<file path="src/rtl/systolic2x2_ctrl.sv">
// systolic2x2_ctrl: sequences weight load, accumulator clear, skewed feed and drain of a 2x2 systolic MAC array
module systolic2x2_ctrl #(
    parameter int DW   = 16,
    parameter int ACCW = 32,
    parameter int KW   = 8,
    parameter int LAT  = 2
) (
    input  logic              clk,
    input  logic              rst,
    input  logic              cfg_valid,
    output logic              cfg_ready,
    input  logic [4*DW-1:0]   cfg_weight,
    input  logic              job_valid,
    output logic              job_ready,
    input  logic [KW-1:0]     job_k,
    input  logic              vin_valid,
    output logic              vin_ready,
    input  logic [2*DW-1:0]   vin_data,
    output logic              arr_wen,
    output logic [4*DW-1:0]   arr_weight,
    output logic              arr_clr,
    output logic [2*DW-1:0]   arr_in,
    output logic [1:0]        arr_in_vld,
    input  logic [4*ACCW-1:0] arr_out,
    output logic              res_valid,
    input  logic              res_ready,
    output logic [4*ACCW-1:0] res_data
);
    localparam int DCW = $clog2(LAT + 3);

    typedef enum logic [2:0] {IDLE, LOADW, CLEAR, FEED, DRAIN, RESULT} state_t;

    state_t         state;
    logic           loaded;
    logic [KW-1:0]  k;
    logic [KW-1:0]  rcv;
    logic [DCW-1:0] dcnt;
    logic [DW-1:0]  l0, l1, sk;
    logic           v0, v1, skv;
    logic           vin_acc;

    // cfg_ready is masked while reset is held so every output reads 0 during reset
    assign cfg_ready  = rst && state == IDLE;
    assign job_ready  = state == IDLE && loaded && !cfg_valid;
    assign vin_ready  = state == FEED && rcv < k;
    assign vin_acc    = vin_valid && vin_ready;
    assign arr_in     = {l1, l0};
    assign arr_in_vld = {v1, v0};

    // control FSM: weight load, clear, feed count, drain count and result hold
    always_ff @(posedge clk or negedge rst) begin
        if (!rst) begin
            state      <= IDLE;
            loaded     <= 1'b0;
            arr_weight <= '0;
            k          <= '0;
            rcv        <= '0;
            dcnt       <= '0;
            arr_wen    <= 1'b0;
            arr_clr    <= 1'b0;
            res_valid  <= 1'b0;
            res_data   <= '0;
        end else begin
            case (state)
                IDLE: begin
                    if (cfg_valid) begin
                        arr_weight <= cfg_weight;
                        arr_wen    <= 1'b1;
                        state      <= LOADW;
                    end else if (job_valid && loaded) begin
                        k       <= job_k;
                        rcv     <= '0;
                        arr_clr <= 1'b1;
                        state   <= CLEAR;
                    end
                end
                LOADW: begin
                    arr_wen <= 1'b0;
                    loaded  <= 1'b1;
                    state   <= IDLE;
                end
                CLEAR: begin
                    arr_clr <= 1'b0;
                    dcnt    <= '0;
                    state   <= k == '0 ? DRAIN : FEED;
                end
                FEED: begin
                    if (vin_acc) begin
                        rcv <= rcv + KW'(1);
                        if (rcv == k - KW'(1)) state <= DRAIN;
                    end
                end
                DRAIN: begin
                    if (dcnt == DCW'(LAT + 1)) begin
                        res_data  <= arr_out;
                        res_valid <= 1'b1;
                        state     <= RESULT;
                    end else begin
                        dcnt <= dcnt + DCW'(1);
                    end
                end
                RESULT: begin
                    if (res_ready) begin
                        res_valid <= 1'b0;
                        state     <= IDLE;
                    end
                end
                default: state <= IDLE;
            endcase
        end
    end

    // lane0 issues the accepted x0 next cycle; x1 waits one more cycle in the skew register
    always_ff @(posedge clk or negedge rst) begin
        if (!rst) begin
            l0  <= '0;
            v0  <= 1'b0;
            sk  <= '0;
            skv <= 1'b0;
            l1  <= '0;
            v1  <= 1'b0;
        end else begin
            l0  <= vin_acc ? vin_data[DW-1:0] : '0;
            v0  <= vin_acc;
            sk  <= vin_acc ? vin_data[2*DW-1:DW] : '0;
            skv <= vin_acc;
            l1  <= sk;
            v1  <= skv;
        end
    end
endmodule
</file>
<file path="config.mk">
export PLATFORM = sky130hd
export DESIGN_NAME = systolic2x2_ctrl
export DESIGN_NICKNAME = d
export VERILOG_FILES = /design/src/rtl/systolic2x2_ctrl.sv
export SDC_FILE = /design/constraint.sdc
export NUM_CORES = 1
export LEC_CHECK = 0
export CORE_AREA = 2 2 181 183
export CTS_CLUSTER_DIAMETER = 80
export CTS_CLUSTER_SIZE = 12
export DETAILED_ROUTE_END_ITERATION = 10
export DIE_AREA = 0 0 183 185
export GPL_ROUTABILITY_DRIVEN = 0
export PLACE_DENSITY = 0.7
export SLEW_MARGIN = 10
export SYNTH_ARGS = -nofsm -noshare
export SYNTH_HDL_FRONTEND = slang
export SYNTH_SLANG_ARGS = --single-unit
</file>
<file path="constraint.sdc">
create_clock -name clk -period 2.7 [get_ports clk]
set_clock_uncertainty 0.05 [all_clocks]
set_input_delay 0.675 -clock clk [delete_from_list [all_inputs] [get_ports clk]]
set_output_delay 0.675 -clock clk [all_outputs]
set_load 0.1 [all_outputs]
</file>
==> results.tsv, run 1 <==
metric	value	unit
run status	finished with violations	
failing checks	negative setup slack	
CP Max Fanout	2	
drt initial violations	199	
Critical Path Max Stage Delay	420	ps
Post-Place Cell Area	0.0149	mm2
fin area	0.0157	mm2
Worst R2R Start	k[7]$_DFFE_PN0P_	
die area	0.0339	mm2
Yosys top cell area share	0.658	
share of layout cells above drive strength 1	0.414	
vias	7158	
final hold violation count	0	
Final min period	2860	ps
min-delay worst type	input port to asynchronous set/reset pin	
sequential element share of the synthesized area	0.658	
fmax	350	MHz
DRC Markers	0	
max-cap check violation count	0	
RSZ-0062 raised after global routing	yes	
Mapped Cells	686	
WL/cell	17.4	um
CTS tree	done	
Synth Cell Area	0.0102	mm2
final worst slack	-157	ps
CTS Hold Buffers Added	0	
Worst VDD drop	0.758	mV
CTS Buf Count	26	
Warnings, synthesis	0	
Clock Path Buffers	3	
total grt overflow	0	
Hold WS	183	ps
Std-Cell Rows	66	
top cells by area, synth	dfrtp_1 (66%), mux2_2 (21%), and2_1 (2.1%)	
Top Ports	470	
Die X	183	um
commonest non-fill, non-tap cell in the layout	dfrtp_1	
leakage	7.58	nW
global-route wire length before repair	40.7	mm
initial antenna violation count	0	
worst slack at placement	147	ps
Clock Latency Late Sink	530	ps
antenna cells	0	
vias in the first global route	7379	
vias per cell	4.53	
most frequent cells in the layout	dfrtp_1 (267), buf_4 (246), clkdlybuf4s50_1 (236)	
Syn Nets	937	
DRT antenna net count	0	
drt first pass iters	4	
Yosys cell types	36	
die height	185	um
Total Routed Length	27.5	mm
R2R cell count	8	
Crit path arrival time	2130	ps
slew of the pin with the lowest slew margin	860	ps
startpoint types	register	
root buffer cell	clkbuf_16	
htree depth	1	
Reg clk slew, reported paths	60	ps
final core occ	0.490	
Tot GR Track Use	0.151	
largest net degree at the start of global routing	145	
Synth Register Bits	268	
Crit Reg-Reg Endpoint	rcv[6]$_DFFE_PN0P_	
internal reg-to-reg setup slack	160	ps
Initial Utilization	0.318	
critical path type	register to primary output	
Net count, final	1423	
# port buffers	469	
Avg Cell Area, Syn	14.8	um2
Tcrit/Tclk final	1.06	
clock sink count	268	
Slew HR	0.427	
power density cells	1060	mW/mm2
Worst EP required	1980	ps
Critical-path top delay cell	dfrtp_1	
Slew Limit Fails	0	
Area Overhead vs Synth	54.0	%
total core area	0.0320	mm2
Critical Path End Type	primary output	
DP HPWL	20.2	mm
critical path cell sequence	ha_4 -> nor2b_4 -> o211ai_1 -> a21oi_4 -> nor3_4 -> buf_12	
top cell type by total area after synthesis	dfrtp_1	
setup violators final	1	
through the flow:
stage / total power [mW] / cells / setup TNS, ps
finish: 16.7 / 1581 / -157
global route: 17.4 / 1581 / -222
CTS: 16.9 / 1579 / -219
detailed placement: 13.5 / 1546 / 0
global placement: 13.4 / 1546 / 0
floorplan: 11.4 / 686 / 0
cell families after synthesis:
logic type               synth area share
XOR/XNOR                           0.0146
AO/OA/AOI/OAI                      0.0214
AND/OR/NAND/NOR                    0.0593
flip-flops                          0.658
buffers and inverters              0.0181
multiplexers                        0.212
adder cells (fa/ha/maj)            0.0160
worst max-delay path by stage:
stage / startpoint / cells past startpoint / slack (ps) / endpoint
after floorplan: rcv[1]$_DFFE_PN0P_ / 5 / 20 / vin_ready
after global placement: vin_valid / 5 / 180 / rcv[6]$_DFFE_PN0P_
after detailed placement: vin_valid / 5 / 150 / rcv[6]$_DFFE_PN0P_
after CTS: k[1]$_DFFE_PN0P_ / 7 / -220 / vin_ready
after global routing: rcv[1]$_DFFE_PN0P_ / 6 / -220 / vin_ready
final: rcv[1]$_DFFE_PN0P_ / 6 / -160 / vin_ready
worst max-delay path: cells and delay by family, from the launching register on:
kind | cells | cell delay [ps]
simple gates | 2 | 370
buf+inv | 1 | 210
fa+ha+maj | 1 | 250
flops | 1 | 420
compound gates | 2 | 350
synth_stat cells (all sizes together):
cell / n
a2111oi: 1
a21o: 2
a21oi: 14
a32o: 1
and2: 35
and3: 1
buf: 5
clkbuf: 28
clkinv: 1
dfrtp: 268
ha: 13
inv: 12
mux2: 192
nand2: 25
nand2b: 5
nand3: 3
nand4: 5
nand4b: 1
nor2: 14
nor2b: 3
nor3: 8
nor3b: 3
nor4: 4
nor4b: 1
o211ai: 2
o21a: 1
o21ai: 15
o22a: 1
o31ai: 1
or2: 1
or3: 1
or3b: 1
or4: 1
xnor2: 12
xor2: 5
timing repair:
action / 4_1_cts / 5_1_grt
setup endpoints to repair: 1 / 2
resized for setup: 7 / 1
pin swaps: 4 / 3
buffers inserted: 4 / 2
per-layer routing:
| metal | share of wire | wire, um | track usage |
|---|---|---|---|
| met4 | 0.020 | 555 | 0.0394 |
| met5 | 0 | 0 | 0 |
| met2 | 0.50 | 13700 | 0.265 |
| met1 | 0.39 | 10800 | 0.179 |
| met3 | 0.090 | 2480 | 0.0501 |
area by class of cell:
| class | count | area (um2) |
|---|---|---|
| clock buffer | 27 | 676 |
| fill | 2822 | 16400 |
| tap | 408 | 510 |
| multi-input combinational | 372 | 3350 |
| timing repair buffer | 491 | 4380 |
| inverter | 13 | 48.8 |
| sequential | 268 | 6710 |
| clock inverter | 2 | 12.5 |
sequential cells by signal, indices dropped and copies added (netlist names):
name / flops
loaded: 1
l0: 16
res_data: 128
arr_clr: 1
sk: 16
k: 8
arr_wen: 1
res_valid: 1
dcnt: 3
state: 3
l1: 16
rcv: 8
v1: 1
skv: 1
arr_weight: 64
report_power, final:
part / switching (mW) / internal, mW / total [mW] / leakage, nW
sequential: 0.459 / 4.82 / 5.28 / 3.54
clock: 1.44 / 1.75 / 3.20 / 0.337
combinational: 6.06 / 2.13 / 8.20 / 3.70
total: 7.97 / 8.71 / 16.7 / 7.58
No activity file was read; power rests on OpenSTA's default activity.
==> inputs of run 2 (changes only) <==
GPL_TIMING_DRIVEN = 0   (was not set)
RECOVER_POWER = 50   (was not set)
==> run 2 against run 1 <==
The run still ends with negative setup slack left. Non-clock buffer count up 28. Cell area up 2.6%. Combinational power down 2%. First-iteration DRC count up 3.5%. Clock power up 6%. Sequential share of layout area down 1.1 points.
==> results.tsv, run 2 (synthesized netlist as in run 1, its figures left out) <==
metric	value	unit
run status	finished with violations	
failing checks	negative setup slack	
WL/cell	18.1	um
Initial Utilization	0.318	
die height	185	um
Net count, final	1451	
Std-Cell Rows	66	
die area	0.0339	mm2
max-cap check violation count	0	
min-delay worst type	register to register	
Critical Path End Type	primary output	
initial antenna violation count	0	
Area Overhead vs Synth	58.1	%
CTS tree	done	
Multi-input gate area	0.00339	mm2
slew of the pin with the lowest slew margin	1490	ps
final core occ	0.503	
FF+latch area	0.00671	mm2
largest registers	res_data (128), arr_weight (64)	
vias	7301	
Crit path arrival time	2130	ps
CTS Buf Count	26	
Total Routed Length	29.1	mm
RSZ-0062 raised after global routing	yes	
Reg clk slew, reported paths	60	ps
Worst EP required	1980	ps
global-route wire length before repair	43.1	mm
Tot GR Track Use	0.163	
Final min period	2850	ps
Largest register FFs	128	
Die X	183	um
power density cells	1040	mW/mm2
htree depth	1	
fmax	351	MHz
setup violators final	2	
critical path type	register to primary output	
Tcrit/Tclk final	1.06	
drt first pass iters	6	
Top reg by flops	res_data	
vias per cell	4.54	
commonest non-fill, non-tap cell in the layout	dfrtp_1	
most frequent cells in the layout	dfrtp_1 (264), clkdlybuf4s50_1 (236), dlygate4sd2_1 (229)	
largest net degree at the start of global routing	111	
leakage	8.13	nW
Worst VDD drop	0.727	mV
vias in the first global route	7658	
Post-Place Cell Area	0.0155	mm2
Slew HR	0.00923	
Clock Latency Late Sink	530	ps
drt initial violations	206	
worst slack at placement	-1020	ps
DRT antenna net count	0	
Clock Path Buffers	3	
total grt overflow	0	
Hold WS	289	ps
antenna cells	0	
Slew Limit Fails	0	
DP HPWL	21.6	mm
CP Max Fanout	4	
fill count	2907	
clock sink count	268	
DRC Markers	0	
final hold violation count	0	
Pwr Total	16.7	mW
fin area	0.0161	mm2
total core area	0.0320	mm2
share of layout cells above drive strength 1	0.234	
Top Ports	470	
final worst slack	-151	ps
root buffer cell	clkbuf_16	
# port buffers	469	
startpoint types	register	
## run 2: layout make-up
| type | instances | share of cell area |
|---|---|---|
| multi-input combinational | 372 | 0.211 |
| buffer | 32 | 0.00925 |
| tap | 408 | 0.0317 |
| clock buffer | 27 | 0.0420 |
| inverter | 13 | 0.00303 |
| timing repair buffer | 487 | 0.283 |
| clock inverter | 2 | 0.00373 |
| sequential | 268 | 0.417 |
## run 2: layer usage
layer / share of wire / up-vias / wire length, um / track usage
met5: 0 / - / 0 / 0
met4: 0.031 / 0 / 906 / 0.0496
met3: 0.083 / 48 / 2420 / 0.0517
met2: 0.50 / 314 / 14700 / 0.292
met1: 0.38 / 3560 / 11100 / 0.186
li1: - / 3379 / - / -
## run 2: worst max-delay path, cell delays in order (launching register included)
cell,delay [ps]
dfrtp_1,390
inv_2,110
ha_4,210
nor2b_4,110
o211ai_1,270
a21oi_4,110
nor3_4,190
buf_12,210
## run 2: timing repair
item / in CTS / in global routing
resized for setup: 277 / 12
gates cloned: 1 / 0
endpoints found under the hold margin: 0 / 49
pin swaps: 4 / 4
buffers inserted: 10 / 4
hold buffers: 0 / 1
endpoints found under the setup margin: 382 / 150
## run 2: where the power goes
part / switching [mW] / internal, mW / total, mW
clock network: 1.44 / 1.94 / 3.38
logic: 6.11 / 1.96 / 8.07
registers: 0.433 / 4.82 / 5.26
## run 2: final timing paths
kind,from,to,slack [ps],cells after the start
worst max-delay path,k[1]$_DFFE_PN0P_,vin_ready,-150,7
worst min-delay path,sk[15]$_DFF_PN0_,l1[15]$_DFF_PN0_,290,0
worst max register to register,k[7]$_DFFE_PN0P_,rcv[6]$_DFFE_PN0P_,90,9
worst min register to register,sk[15]$_DFF_PN0_,l1[15]$_DFF_PN0_,290,0
max in group asynchronous,rst,arr_weight[55]$_DFFE_PN0P_,630,2
min in group asynchronous,rst,rcv[7]$_DFFE_PN0P_,470,2
## run 2: metrics by stage
step           TNS (ps)  std cells
2_1_floorplan         0        686
3_3_place_gp   -2918930       1563
3_5_place_dp     -47890       1565
4_1_cts            -212       1604
5_1_grt           -2600       1609
6_report           -209       1609
